File: src/rtl/hangman_pkg.sv
// hangman_pkg: shared UART timing constant and receiver state encoding.
// Ports: none (package).
package hangman_pkg;

    localparam int unsigned DEFAULT_CLKS_PER_BIT = 1250;

    typedef enum logic [2:0] {
        IDLE,
        START,
        DATA,
        STOP,
        BREAK_WAIT
    } rx_state_e;

endpackage

File: src/rtl/sync2.sv
// sync2: two-flop synchronizer for an asynchronous input, resets to 1 (idle line).
// Ports: clk, rst (sync active-high), async_in (raw input), sync_out (synchronized output).
module sync2 (
    input  logic clk,
    input  logic rst,
    input  logic async_in,
    output logic sync_out
);

    logic meta_q;
    logic sync_q;

    always_ff @(posedge clk) begin
        if (rst) begin
            meta_q <= 1'b1;
            sync_q <= 1'b1;
        end else begin
            meta_q <= async_in;
            sync_q <= meta_q;
        end
    end

    assign sync_out = sync_q;

endmodule

File: src/rtl/uart_rx.sv
// uart_rx: 8N1 LSB-first UART receiver with mid-bit sampling and framing-error detection.
// Ports: clk, rst (sync active-high), rx_serial (async line, idles high),
//        rx_byte (last good byte), rx_ready (1-cycle good-frame pulse),
//        framing_error (1-cycle bad-stop pulse), busy (not IDLE).
module uart_rx
    import hangman_pkg::*;
#(
    parameter int unsigned CLKS_PER_BIT = DEFAULT_CLKS_PER_BIT
) (
    input  logic       clk,
    input  logic       rst,
    input  logic       rx_serial,
    output logic [7:0] rx_byte,
    output logic       rx_ready,
    output logic       framing_error,
    output logic       busy
);

    localparam logic [15:0] HALF_TC = 16'(CLKS_PER_BIT / 2 - 1);
    localparam logic [15:0] FULL_TC = 16'(CLKS_PER_BIT - 1);

    rx_state_e   state_q;
    logic [15:0] timer_q;
    logic [2:0]  idx_q;
    logic [7:0]  shift_q;
    logic [7:0]  rx_byte_q;
    logic        ready_q;
    logic        ferr_q;
    logic        rx_s;

    sync2 u_sync (
        .clk      (clk),
        .rst      (rst),
        .async_in (rx_serial),
        .sync_out (rx_s)
    );

    always_ff @(posedge clk) begin
        if (rst) begin
            state_q   <= IDLE;
            timer_q   <= '0;
            idx_q     <= '0;
            shift_q   <= '0;
            rx_byte_q <= '0;
            ready_q   <= 1'b0;
            ferr_q    <= 1'b0;
        end else begin
            ready_q <= 1'b0;
            ferr_q  <= 1'b0;
            case (state_q)
                IDLE: begin
                    timer_q <= '0;
                    idx_q   <= '0;
                    if (!rx_s) state_q <= START;
                end
                // Half-bit wait re-checks the start bit so short glitches are rejected.
                START: begin
                    if (timer_q == HALF_TC) begin
                        timer_q <= '0;
                        state_q <= rx_s ? IDLE : DATA;
                    end else begin
                        timer_q <= timer_q + 16'd1;
                    end
                end
                DATA: begin
                    if (timer_q == FULL_TC) begin
                        timer_q        <= '0;
                        shift_q[idx_q] <= rx_s;
                        idx_q          <= idx_q + 3'd1;
                        if (idx_q == 3'd7) state_q <= STOP;
                    end else begin
                        timer_q <= timer_q + 16'd1;
                    end
                end
                STOP: begin
                    if (timer_q == FULL_TC) begin
                        timer_q <= '0;
                        if (rx_s) begin
                            rx_byte_q <= shift_q;
                            ready_q   <= 1'b1;
                            state_q   <= IDLE;
                        end else begin
                            ferr_q  <= 1'b1;
                            state_q <= BREAK_WAIT;
                        end
                    end else begin
                        timer_q <= timer_q + 16'd1;
                    end
                end
                // A low line after a bad stop bit is a break; wait for idle before rearming.
                BREAK_WAIT: begin
                    if (rx_s) state_q <= IDLE;
                end
                default: state_q <= IDLE;
            endcase
        end
    end

    assign rx_byte       = rx_byte_q;
    assign rx_ready      = ready_q;
    assign framing_error = ferr_q;
    assign busy          = (state_q != IDLE);

endmodule
File: config.mk
export PLATFORM = sky130hd
export DESIGN_NAME = uart_rx
export DESIGN_NICKNAME = d
export VERILOG_FILES = /design/src/rtl/hangman_pkg.sv /design/src/rtl/sync2.sv /design/src/rtl/uart_rx.sv
export SDC_FILE = /design/constraint.sdc
export NUM_CORES = 1
export LEC_CHECK = 0
export BUFFER_PORTS_ARGS = -buffer_cell sky130_fd_sc_hd__clkbuf_2
export CORE_MARGIN = 10
export CORE_UTILIZATION = 40
export DETAILED_ROUTE_END_ITERATION = 16
export GPL_ROUTABILITY_DRIVEN = 0
export MAX_ROUTING_LAYER = met4
export PLACE_DENSITY = 0.66
export SETUP_SLACK_MARGIN = 0.4
export SLEW_MARGIN = 20
export SYNTH_ARGS = -nofsm -noshare
export SYNTH_HDL_FRONTEND = slang
export SYNTH_SLANG_ARGS = --single-unit
File: constraint.sdc
create_clock -name clk -period 6.11 [get_ports clk]
set_clock_uncertainty 0.15 [all_clocks]
set_input_delay 0.611 -clock clk [delete_from_list [all_inputs] [get_ports clk]]
set_output_delay 0.611 -clock clk [all_outputs]
set_load 0.02 [all_outputs]
Word-level counts from Yosys, hierarchy flattened. Cells that the tools add are included.

Reduce and logical (&&, ||, !) cells: 11. Equality and inequality tests: 13. Bitwise logic cells: 2. Multiplexer cells: 19. Order comparisons: 2. $add $sub $neg: 2.

Operators with widths (number): case mux 16 bit (3 select lines) (1); two-way mux 16 bit (2); two-way mux 3 bit (8); adder 16 x 1 -> 16 bit (second input constant) (1); == test 16 x 10 -> 1 bit (second input constant) (1); == test 16 x 11 -> 1 bit (second input constant) (1); case mux 3 bit (5 select lines) (1); inequality test 2 bit (second input constant) (5); bitwise mux 8 bit (1); == test 3 x 2 -> 1 bit (second input constant) (2); == test 3 bit (second input constant) (2); case mux 3 bit (2 select lines) (1); AND reduction 6 bit (1); nonzero test 3 bit (2); less-than comparator 3 x 4 -> 1 bit (second input constant) (1); AND reduction 2 bit (2); adder 3 x 1 -> 3 bit (second input constant) (1); demux 1 bit (select 3 bit) (1); == test 3 x 1 -> 1 bit (second input constant) (1); greater-or-equal comparator 3 x 1 -> 1 bit (second input constant) (1); zero test 3 bit (1); two-way mux 1 bit (3); AND reduction 3 bit (1); OR reduction 3 bit (1); 6 further kinds (7).

Logic and storage cells: 58. Output and inout port bits: 11. Register bits: 42.

Depth between registers and ports, before layout. Gate-level depths: netlist of run 1.

Depth in word-level cells: 5. Gate-level depth with buffers: 8. Mapped depth without buffers: 7.

Cells and area by module. From an unflattened synthesis of run 1, not the netlist that was laid out.

Cells, all modules: 237. Area, all modules: 2035.7 um^2.

By module, submodules not included: uart_rx (cells an instance 233, times used 1, area an instance 1983.2 um^2, sequential area each 800.8 um^2); sync2 (cells an instance 4, times used 1, area an instance 52.6 um^2, sequential area each 40.0 um^2).

Worst setup path after synthesis of run 1. No wires, ideal clock.

Path type: register to register. From: reg timer_q[2]. To: reg timer_q[9]. Stages on the path, launching flop included: 7. Period minus slack after synthesis: 2.305 ns. Path buffers: 1. Data required time: 5.838 ns. Slack: 3.805 ns. Arrival: 2.033 ns. Cell sequence: dfxtp_1 > buf_2 > or4_4 > o41ai_4 > o32ai_2 > and2_1 > a221o_1.

Longest elaborated chain between the ends: 3. Elaborated cells between the ends (all ways): 6.

RTL lines: start, declared (line uart_rx.sv:23) `logic [15:0] timer_q;`; start signal, assigned (line uart_rx.sv:62) `timer_q <= timer_q + 16'd1;`; start signal, assigned (line uart_rx.sv:72) `timer_q <= timer_q + 16'd1;`; start signal, assigned (line uart_rx.sv:87) `timer_q <= timer_q + 16'd1;`; adder 16 x 1 -> 16 bit, or another cell as far along (line uart_rx.sv:62, uart_rx.sv:72, uart_rx.sv:87); two-way mux 16 bit, on equally long branches (line uart_rx.sv:66, uart_rx.sv:76, uart_rx.sv:58); case mux 16 bit (3 select lines) * (line uart_rx.sv:50) `case (state_q)`.

Mark *: on every way between the ends. The rest lies on a longest branch, timed or not. A chain may end at the register's enable or synchronous reset.

Final worst setup path of run 1.
From: reg timer_q[8]. To: reg timer_q[9].

Same word-level chain as after synthesis.

==> impl_metrics.json, run 1 <==
{
  "synth_top_area_cell": "dfxtp_1",
  "cts-resized-gates": 0,
  "cp_data_required_time_ns": 6.15,
  "cp_cell_sequence": "or4_4 -> nor4_1 -> o32ai_2 -> and2_1 -> a221o_1",
  "crit_family": "simple AND/OR/NAND/NOR gates",
  "hold_buffers": 0,
  "synthCells": 246,
  "r2r_setup_slack_ns": 3.44,
  "final-max-slew-violation-count": 0,
  "via_count": 1777,
  "fin_crit_ns": 2.67,
  "synth_area_per_cell_sq_um": 8.55,
  "dieArea_sq_mm": 0.00856,
  "final-hold-violation-count": 0,
  "grt_usage_pct": 10.9,
  "power_leakage_nw": 0.889,
  "dieHeight_um": 92.5,
  "antenna_found_initial": 0,
  "grt_pass1_wl_um": 7710,
  "gr-total-overflow": 0,
  "critical_path_arrival_ns": 2.70,
  "synth-adder-area-share_pct": 2.97,
  "start_util_pct": 41.2,
  "drt-pass1-iter-count": 4,
  "layout_common_cells": "42 x dfxtp_1, 25 x nor2_1, 25 x nand2_1",
  "synth-async-reset-ratio_pct": 0,
  "yosysUniqueCellTypes": 45,
  "period_share_pct": 43.6,
  "numPortBuffers": 13,
  "cts_buffers": 5,
  "syn_nets": 254,
  "worstPathMaxFanout": 15,
  "slew_headroom_pct": 37.8,
  "fillers": 522,
  "setup.worst_path.class": "flip-flop to flip-flop",
  "synth_compound_area_share_pct": 15.2,
  "dp_hpwl_um": 3070,
  "first_global_vias": 1639,
  "fmax_mhz": 375,
  "pin_count": 14,
  "synthMuxAreaShare_pct": 6.19,
  "htree_levels": 2,
  "yosysSeqAreaShare_pct": 40.0,
  "setup_tns_ns": 0,
  "drive_gt1_share_pct": 13.5,
  "synth_seq_cells": 42,
  "powerDensity_mw_per_mm2": 219,
  "diodes": 0,
  "clk_pin_slew_ns": 0.08,
  "clock_latency_ns": 0.29,
  "critPathSlowestCell": "or4_4",
  "ys.flop_type": "dfxtp_1",
  "worst-path-buf-inv": 0,
  "yosysTopAreaCellShare_pct": 40.0,
  "rsz0062_at_grt": "false",
  "end_kind": "flip-flop",
  "synth_edf_count": 0,
  "core.rowCount": 26,
  "critical-path-max-stage-delay_ns": 0.60,
  "grt_max_degree": 27,
  "yosysWarnings": 0,
  "routed_wl_um": 4360,
  "setup_violations": 0,
  "cts.sinks": 42,
  "status": "finished, final reports clean",
  "fin_util_pct": 44.7,
  "worst_pin_slew_ns": 0.933,
  "cts_setup_buffers": 0,
  "synth-simple-area-share_pct": 31.6,
  "cts_buffer_depth": 2,
  "nets": 259,
  "die_w_um": 92.5,
  "peakVddDrop_mv": 0.126,
  "yosys-top-cells-area": "dfxtp_1 40%, mux2i_1 6.2%, nand2_1 4.5%",
  "cts-root-buf": "clkbuf_8",
  "coreArea_sq_mm": 0.00511,
  "netlist_area_sq_mm": 0.00210,
  "max_cap_violations": 0,
  "drc_errors": 0,
  "layout_commonest_cell": "dfxtp_1",
  "synth-xor-area-share_pct": 0,
  "cts_tree": "done",
  "post_drt_wl_per_cell_um": 13.5,
  "cp-start-kind": "flip-flop",
  "syn_to_final_growth_pct": 8.57,
  "synth_top_family_by_area": "simple AND/OR/NAND/NOR gates",
  "ant_nets": 0,
  "hold_path.class": "flip-flop to flip-flop",
  "viasPerCell": 5.52,
  "drtIter0Drc": 139
}
## layout make-up
cell class | count | area, sq um | share of cell area, %
Inverter | 7 | 26.3 | 1.15
Sequential cell | 42 | 841 | 36.8
Timing Repair Buffer | 13 | 65.1 | 2.85
Multi-Input combinational cell | 182 | 1180 | 51.6
Clock buffer | 6 | 72.6 | 3.18
Clock inverter | 2 | 13.8 | 0.603
Tap cell | 70 | 87.6 | 3.84
## per-layer routing
| metal | up-vias | wire length [um] | GRT usage, % |
|---|---|---|---|
| met2 | 47 | 1850 | 15.9 |
| met5 | - | 0 | - |
| met1 | 809 | 2150 | 14.0 |
| met4 | 0 | 79 | 3.86 |
| met3 | 9 | 282 | 2.99 |
| li1 | 912 | - | - |
## cells in the mapped netlist (3+ instances only)
cell and number:
ha_1 5, inv_1 7, nand4b_1 3, a31oi_1 4, nand4_1 12, nor2_1 25
clkbuf_1 13, o21ai_0 10, mux2i_1 13, a21oi_1 8, and2_1 3, a31o_2 3
nor3_1 7, or2_2 3, nor2b_1 4, and3_1 3, dfxtp_1 42, nand3_1 15
nor4_1 4, nand2_1 25, nor3b_1 4
## registers in the layout, indices dropped and copies added (netlist names)
| name | cells |
|---|---|
| u_sync.sync_out | 1 |
| idx_q | 3 |
| rx_ready | 1 |
| state_q | 3 |
| u_sync.meta_q | 1 |
| timer_q | 16 |
| shift_q | 8 |
| rx_byte | 8 |
| framing_error | 1 |
## worst register-to-register path, cell delays in order (launching register included)
cell and delay [ns]:
dfxtp_1 0.36, or4_4 0.60, nor4_1 0.53, o32ai_2 0.33
and2_1 0.31, a221o_1 0.29
## logic make-up after synthesis
family	Yosys count
AO/OA/AOI/OAI	43
adder cells (fa/ha/maj)	5
buffers and inverters	22
flip-flops	42
multiplexers	13
AND/OR/NAND/NOR	121
## per-stage QoR
stage | setup WS [ns] | cell area [sq um] | hold slack, ns | cells | total power [mW]
finish | 3.44 | 2280 | 0.266 | 322 | 0.499
floorplan | 3.81 | 2100 | 0.239 | 246 | 0.323
CTS | 3.46 | 2280 | 0.269 | 322 | 0.506
detailed placement | 3.46 | 2200 | 0.250 | 314 | 0.332
global placement | 3.55 | 2200 | 0.241 | 314 | 0.331
global route | 3.21 | 2280 | 0.290 | 322 | 0.523
## path summary, 6_finish.rpt
| kind | start | endpoint | cells past startpoint |
|---|---|---|---|
| setup / recovery | timer_q[8] | timer_q[9] | 5 |
| hold / removal | u_sync.meta_q | u_sync.sync_out | 1 |
| setup reg to reg | timer_q[8] | timer_q[9] | 5 |
| hold reg to reg | u_sync.meta_q | u_sync.sync_out | 1 |
## power breakdown
part / switching [mW] / leakage [nW] / internal (mW)
registers: 0.00548 / 0.339 / 0.276
logic: 0.0291 / 0.505 / 0.0147
clock network: 0.0931 / 0.0452 / 0.0805
Power figures use the tool's default switching activity.
==> run 2: changes to the inputs <==
==> constraint.sdc (replaced) <==
create_clock -name clk -period 2.8 [get_ports clk]
set_clock_uncertainty 0.15 [all_clocks]
set_input_delay 0.28 -clock clk [delete_from_list [all_inputs] [get_ports clk]]
set_output_delay 0.28 -clock clk [all_outputs]
set_load 0.02 [all_outputs]
==> impl_metrics.json, run 2 (synthesis results as in run 1) <==
{
  "status": "finished, final reports clean",
  "coreArea_sq_mm": 0.00511,
  "drt-pass1-iter-count": 5,
  "largest_reg_flops": 16,
  "cts-root-buf": "clkbuf_8",
  "grt_max_degree": 25,
  "antenna_found_initial": 0,
  "fin_util_pct": 49.5,
  "hold_path.class": "input port to flip-flop",
  "r2r_setup_slack_ns": 0.47,
  "first_global_vias": 1827,
  "cts.sinks": 42,
  "peakVddDrop_mv": 0.327,
  "worst_pin_slew_ns": 0.631,
  "cts_tree": "done",
  "grtUsageMet1_pct": 14.7,
  "viasPerCell": 5.69,
  "setup_slack_ns": 0.473,
  "max_cap_violations": 0,
  "p_clk_share_pct": 44.5,
  "period_share_pct": 83.1,
  "drc_errors": 0,
  "dieHeight_um": 92.5,
  "die_w_um": 92.5,
  "final-max-slew-violation-count": 0,
  "internal_power_mw": 1.04,
  "htree_levels": 2,
  "setup_violations": 0,
  "power_frac_comb_pct": 9.8,
  "cp_data_required_time_ns": 2.84,
  "clock_latency_ns": 0.30,
  "worstPathMaxFanout": 6,
  "whs_ns": 0.0131,
  "cts_buffers": 5,
  "ant_nets": 0,
  "via_count": 1928,
  "fin_crit_ns": 2.33,
  "syn_to_final_growth_pct": 20.1,
  "slew_headroom_pct": 57.9,
  "routed_wl_um": 4910,
  "final-hold-violation-count": 0,
  "nets": 276,
  "post_drt_wl_per_cell_um": 14.5,
  "cp-start-kind": "flip-flop",
  "grt_pass1_wl_um": 8450,
  "hold_buffers": 0,
  "fmax_mhz": 430,
  "numPortBuffers": 13,
  "netSwitchingFraction_pct": 22.3,
  "clk_pin_slew_ns": 0.08,
  "drtIter0Drc": 226,
  "start_util_pct": 41.2,
  "setup_tns_ns": 0,
  "end_kind": "flip-flop",
  "core.rowCount": 26,
  "use_met2_pct": 17.9,
  "top_register": "timer_q",
  "diodes": 0,
  "gr-max-usage-layer": "met2",
  "hold_path_end": "u_sync.meta_q",
  "reg2reg_depth": 6,
  "power_frac_seq_pct": 45.8,
  "reg2reg_to": "timer_q[9]",
  "layout_commonest_cell": "dfxtp_1",
  "critical_path_arrival_ns": 2.37,
  "power_leakage_nw": 1.02,
  "met3_usage_pct": 2.74,
  "rsz0062_at_grt": "true",
  "pin_count": 14,
  "cts_buffer_depth": 2,
  "hp-start": "rx_serial",
  "powerDensity_mw_per_mm2": 528,
  "r2r-start": "timer_q[11]",
  "dp_hpwl_um": 3340,
  "setup.worst_path.class": "flip-flop to flip-flop",
  "dieArea_sq_mm": 0.00856,
  "layout_common_cells": "38 x dfxtp_1, 25 x nor2_1, 25 x nand2_1",
  "dp_worst_setup_slack_ns": 0.291,
  "net-switching-power_mw": 0.298,
  "min_path_cells": 2,
  "gr-total-overflow": 0,
  "grt_usage_pct": 11.9,
  "drive_gt1_share_pct": 22.7
}
==> run 2: cell count changes in the layout (fill, tap and decap cells not counted), moves of 2 or more <==
cell / before / now
dfxtp_2: 0 / 2
dfxtp_1: 42 / 38
buf_4: 0 / 16
bufinv_16: 0 / 2
nor4_1: 4 / 2
dfxtp_4: 0 / 2
==> run 2: metrics by stage <==
stage                     std cells  cell area (sq um)  total power [mW]
final                           339               2530              1.34
after global routing            339               2530              1.39
after CTS                       334               2460              1.33
after detailed placement        324               2270             0.733
after global placement          324               2270             0.731
after floorplan                 246               2100             0.704
==> run 2: power by group through the flow <==
stage | Sequential (mW) | Clock [mW] | Combinational, mW
2_1_floorplan | 0.620 | 0 | 0.0838
3_3_place_gp | 0.626 | 0 | 0.105
3_5_place_dp | 0.626 | 0 | 0.107
4_1_cts | 0.612 | 0.601 | 0.114
5_1_grt | 0.612 | 0.631 | 0.145
6_report | 0.611 | 0.594 | 0.130
==> run 2: timing repair <==
action / 4_1_cts / 5_1_grt
gates cloned: 0 / 0
setup endpoints to repair: 8 / 19
endpoints found under the hold margin: 0 / 0
resized for setup: 6 / 10
pin swaps: 2 / 4
setup buffers: 2 / 5
==> run 2: per-layer routing <==
layer  vias to the layer above  routed length (um)
met1                       910                2320
met3                         9                 264
li1                        948                   -
met5                         -                   0
met4                         0                  91
met2                        61                2240
==> run 2: worst max path at each step <==
stage                      from          to  slack [ns]  depth (start not counted)
detailed placement   timer_q[0]  timer_q[9]        0.29                          6
CTS                  timer_q[1]  timer_q[9]        0.41                          8
global route        timer_q[11]  rx_byte[4]        0.34                          5
floorplan            timer_q[2]  timer_q[9]        0.50                          6
global placement     timer_q[8]  timer_q[9]        0.35                          5
finish              timer_q[11]  timer_q[9]        0.47                          6
==> run 2: layout make-up <==
class	count	area, sq um
fillers	495	2580
multi-input cells	182	1220
flip-flops and latches	42	851
repair buffers	30	196
well taps	70	87.6
clock buffers	6	82.6
clock inverters	2	60.1
inverters	7	26.3
==> run 2: worst max-delay path: stages (launching register included) <==
cell	delay (ns)
dfxtp_2	0.34
or4_4	0.60
o41ai_4	0.35
buf_4	0.19
o32ai_4	0.11
and2_4	0.20
a221o_1	0.28
